File: config.mk
export PLATFORM = sky130hd
export DESIGN_NAME = fetch_issue
export DESIGN_NICKNAME = d
export VERILOG_FILES = /design/src/rtl/fetch_issue.sv
export SDC_FILE = /design/constraint.sdc
export NUM_CORES = 1
export LEC_CHECK = 0
export BUFFER_PORTS_ARGS = -buffer_cell sky130_fd_sc_hd__buf_4
export CAP_MARGIN = 40
export CORE_UTILIZATION = 35
export CTS_CLUSTER_DIAMETER = 100
export CTS_CLUSTER_SIZE = 20
export DETAILED_ROUTE_END_ITERATION = 16
export SYNTH_ARGS = -nofsm -noshare
export SYNTH_HDL_FRONTEND = slang
export SYNTH_SLANG_ARGS = --single-unit
File: constraint.sdc
create_clock -name clock -period 4.32 [get_ports clock]
set_clock_uncertainty 0.05 [all_clocks]
set_input_delay 0 -clock clock [delete_from_list [all_inputs] [get_ports clock]]
set_output_delay 0 -clock clock [all_outputs]
set_load 0.05 [all_outputs]
File: src/rtl/fetch_issue.sv
// fetch_issue: program-counter owner and instruction-memory request issuer.
// Issues one read per cycle while running, tags accepted requests with their
// PC, and applies halt/start, redirect, stall and memory back-pressure.
module fetch_issue #(
  parameter int                        ADDRESS_BITS = 32,
  parameter logic [ADDRESS_BITS-1:0]   RESET_PC     = '0
) (
  input  logic                    clock,
  input  logic                    reset,
  input  logic                    start,
  input  logic [ADDRESS_BITS-1:0] program_address,
  input  logic                    halt,
  input  logic                    stall,
  input  logic                    branch_valid,
  input  logic [ADDRESS_BITS-1:0] branch_target,
  input  logic                    trap_valid,
  input  logic [ADDRESS_BITS-1:0] trap_target,
  input  logic                    i_mem_ready,
  output logic                    i_mem_read,
  output logic [ADDRESS_BITS-1:0] i_mem_read_address,
  output logic [ADDRESS_BITS-1:0] issue_PC,
  output logic                    issue_valid
);

  typedef enum logic {IDLE = 1'b0, RUN = 1'b1} state_t;

  // Instruction addresses are word aligned; the low two bits are dropped.
  localparam logic [ADDRESS_BITS-1:0] ALIGN_MASK = ~ADDRESS_BITS'(3);
  localparam logic [ADDRESS_BITS-1:0] PC_STEP    = ADDRESS_BITS'(4);

  state_t                  state_q, state_d;
  logic [ADDRESS_BITS-1:0] pc_q, pc_d;
  logic [ADDRESS_BITS-1:0] issue_pc_q, issue_pc_d;
  logic                    issue_valid_q, issue_valid_d;

  logic                    redirect;
  logic [ADDRESS_BITS-1:0] redirect_pc;
  logic                    accept;

  assign redirect    = trap_valid | branch_valid;
  assign redirect_pc = (trap_valid ? trap_target : branch_target) & ALIGN_MASK;
  assign accept      = i_mem_ready & ~stall & ~redirect;

  // State, PC and issue tag registers.
  always_ff @(posedge clock or negedge reset) begin
    if (!reset) begin
      state_q       <= IDLE;
      pc_q          <= RESET_PC;
      issue_pc_q    <= RESET_PC;
      issue_valid_q <= 1'b0;
    end else begin
      state_q       <= state_d;
      pc_q          <= pc_d;
      issue_pc_q    <= issue_pc_d;
      issue_valid_q <= issue_valid_d;
    end
  end

  // Next state: halt beats redirect beats accept beats stall beats bubble.
  always_comb begin
    state_d       = state_q;
    pc_d          = pc_q;
    issue_pc_d    = issue_pc_q;
    issue_valid_d = issue_valid_q;
    unique case (state_q)
      IDLE: begin
        if (start) begin
          state_d       = RUN;
          pc_d          = program_address & ALIGN_MASK;
          issue_valid_d = 1'b0;
        end
      end
      RUN: begin
        if (halt) begin
          state_d       = IDLE;
          issue_valid_d = 1'b0;
        end else if (redirect) begin
          // The request currently in flight belongs to the old path.
          pc_d          = redirect_pc;
          issue_valid_d = 1'b0;
        end else if (accept) begin
          issue_pc_d    = pc_q;
          issue_valid_d = 1'b1;
          pc_d          = pc_q + PC_STEP;
        end else if (!stall) begin
          // Memory refused the request: nothing new for fetch receive.
          issue_valid_d = 1'b0;
        end
      end
      default: state_d = IDLE;
    endcase
  end

  assign i_mem_read         = (state_q == RUN);
  assign i_mem_read_address = pc_q;
  assign issue_PC           = issue_pc_q;
  assign issue_valid        = issue_valid_q;

endmodule

==> impl_metrics.tcl <==
set metrics [dict create \
    synth_xor_area_share_pct 0.4625 \
    final-hold-violation-count 0 \
    io_pins 170 \
    postLayoutCoreUtil_pct 53.90 \
    synth_fa_ha_area_share_pct 0.3304 \
    fin_crit_sh_pct 57.15 \
    synth.largest_area_cell "dfrtp_1" \
    fin_crit_ns 2.469 \
    synth_flop_cell "dfrtp_1" \
    ys_ff_latch 62 \
    wl_um 12730 \
    fp.dieH_um 106.0 \
    drive_gt1_share_pct 36.66 \
    crit_fanout 28 \
    tightest_slew_ns 0.8450 \
    grt_pass1_vias 3790 \
    async_reset_ff_share_pct 100.0 \
    start_util_pct 36.36 \
    cts_resized 0 \
    clockBufferDepth 2 \
    holdBufCountCts 30 \
    holdCritPathClass "in2reg" \
    yosys_warnings 0 \
    arrival_ns 2.64 \
    clkLatencyLatePin_ns 0.34 \
    whs_path_depth 4 \
    vdd_drop_max_mv 0.4045 \
    synthMuxAreaShare_pct 7.896 \
    avgSynthCellArea_um2 9.170 \
    vias 4016 \
    drc 0 \
    fmax_ghz 0.4050 \
    grt_overflow_total 0 \
    die_w_um 106.0 \
    clockRootBuffer "clkbuf_8" \
    yosys.area_share.simple_pct 18.43 \
    cts_tree "yes" \
    powerDensity_nw_per_um2 556.5 \
    post_cts_buffers 0 \
    hpwlAfterDp_um 8838 \
    clkSinkCount 62 \
    wl_per_cell_um 17.49 \
    worst_setup_path_end_kind "flip-flop" \
    core_um2 10420 \
    portBuffers 159 \
    synthDominantCellAreaShare_pct 40.96 \
    ys_seq_area_share_pct 40.96 \
    synth_edf_count 0 \
    rsz0062_at_grt "false" \
    slew-limit-headroom_pct 43.67 \
    fillCellCount 1001 \
    setup_viol 0 \
    cts_buffers 9 \
    tns_ns 0 \
    grt_antenna_before_repair 0 \
    grt_max_degree 63 \
    path_class "reg2reg" \
    dr.pass1.iters 5 \
    gp_congestion 0.7918 \
    syn_area_um2 3787 \
    drt_iter0_drc 192 \
    startpoint_type "flip-flop" \
    synth_area_leaders "dfrtp_1, mux2_2, o21ai_0" \
    synth_top_family_by_area "compound AO/OA/AOI/OAI gates" \
    htree_levels 3 \
    status "complete, no violations" \
    via_per_inst 5.516 \
    clk_pin_slew_worst_paths_ns 0.07 \
    drv_slew 0 \
    yosysUniqueCellTypes 60 \
    p_leak_nw 2.607 \
    drtAntennaViolNets 0 \
    cap_viol_max_count 0 \
    required_ns 4.49 \
    rows 37 \
    diodes 0 \
    netlist_instances 413 \
    reg2regPathDepth 6 \
    area_growth_syn_to_layout_pct 48.23 \
    grt.total_usage_pct 22.82 \
    grt_pass1_wl_um 20020 \
    dieArea_um2 11240 \
    synth_compound_area_share_pct 26.13 \
    final_net_count 693 \
]
-- cells in the mapped netlist (10+ instances only) --
| cell | n |
|---|---|
| nand2_1 | 27 |
| clkbuf_1 | 18 |
| inv_1 | 15 |
| nor3_1 | 14 |
| mux2_2 | 23 |
| a21oi_1 | 13 |
| nor2_1 | 42 |
| dfrtp_1 | 62 |
| o21ai_0 | 47 |
| nand3_1 | 10 |
-- routing by layer --
metal	track usage, %	wire (um)
met5	0	0
met4	7.143	143
met3	2.943	711
met2	36.51	6050
met1	31.99	5825
-- power by group --
group          switching, mW  total (mW)  internal, mW
registers              0.233       0.998         0.765
clock network          0.232       0.585         0.354
logic                   1.03        1.54         0.509
-- flip-flops by register name, summed over array words and instances, names as in the netlist --
name,cells
i_mem_read_address,30
issue_PC,30
i_mem_read,1
issue_valid,1
-- worst max-delay path: stages, from the launching register on --
cell	delay [ns]
dfrtp_2	0.62
inv_1	0.16
o32ai_4	0.78
buf_4	0.42
a211oi_1	0.07
a21oi_1	0.14
nand3_1	0.09
-- cell usage in the layout (no fill, tap or decap), drive strengths merged, types with 2 or more instances in the layout --
master / Yosys / routed
nor3: 16 / 16
o221a: 2 / 2
mux2i: 4 / 4
o32ai: 4 / 4
dfrtp: 62 / 62
o31a: 3 / 3
o21ai: 49 / 49
nor4: 4 / 4
o41ai: 2 / 2
nand2: 27 / 27
nor2b: 7 / 7
buf: 17 / 166
bufinv: 0 / 2
nor2: 42 / 42
dlygate4sd3: 0 / 30
a222oi: 2 / 2
o311a: 3 / 3
a221oi: 7 / 7
o211a: 2 / 2
o31ai: 9 / 9
a41oi: 3 / 3
a22oi: 9 / 9
a311oi: 2 / 2
inv: 15 / 15
a21oi: 13 / 13
o221ai: 2 / 2
nand3: 11 / 11
clkbuf: 18 / 12
nand4: 12 / 12
mux2: 23 / 23
a221o: 9 / 9
a31oi: 5 / 5
nand4b: 2 / 2
and3: 3 / 3
a211oi: 7 / 7
conb: 1 / 4
-- cells by family after synthesis --
group,after synthesis
adder cells (fa/ha/maj),1
multiplexers,27
AO/OA/AOI/OAI,140
buffers and inverters,50
other,1
AND/OR/NAND/NOR,130
flip-flops,62
XOR/XNOR,2
-- final cells by class --
cell class / instances / area, um2 / area share [%]
multi-input combinational: 304 / 2046 / 36.44
timing repair buffer: 196 / 1567 / 27.90
sequential: 62 / 1553 / 27.66
tap: 136 / 170.2 / 3.031
clock buffer: 12 / 155.1 / 2.764
clock inverter: 3 / 67.56 / 1.203
inverter: 15 / 56.30 / 1.003
-- metrics by stage --
step / power, mW / hold slack [ns] / instances / setup slack, ns / cell area (um2)
finish: 3.124 / 0.02734 / 728 / 1.851 / 5614
global placement: 2.508 / 0.1016 / 682 / 1.752 / 5064
global route: 3.282 / 0.06033 / 728 / 1.649 / 5614
floorplan: 1.989 / -0.3456 / 416 / 1.985 / 3799
CTS: 3.143 / 0.01361 / 728 / 1.861 / 5614
detailed placement: 2.532 / 0.1026 / 683 / 1.830 / 5091
-- final timing paths --
path                                         start                                 end  slack [ns]
min in group asynchronous                    reset            issue_PC[21]$_DFFE_PN0P_        0.23
hold reg to reg            issue_PC[6]$_DFFE_PN0P_             issue_PC[6]$_DFFE_PN0P_        0.43
hold / removal                   branch_target[19]  i_mem_read_address[19]$_DFFE_PN0P_        0.03
setup reg to reg              i_mem_read$_DFF_PN0_  i_mem_read_address[27]$_DFFE_PN0P_        1.85
max in group asynchronous                    reset                i_mem_read$_DFF_PN0_        3.36
setup / recovery              i_mem_read$_DFF_PN0_  i_mem_read_address[27]$_DFFE_PN0P_        1.85
Power figures use the tool's default switching activity.
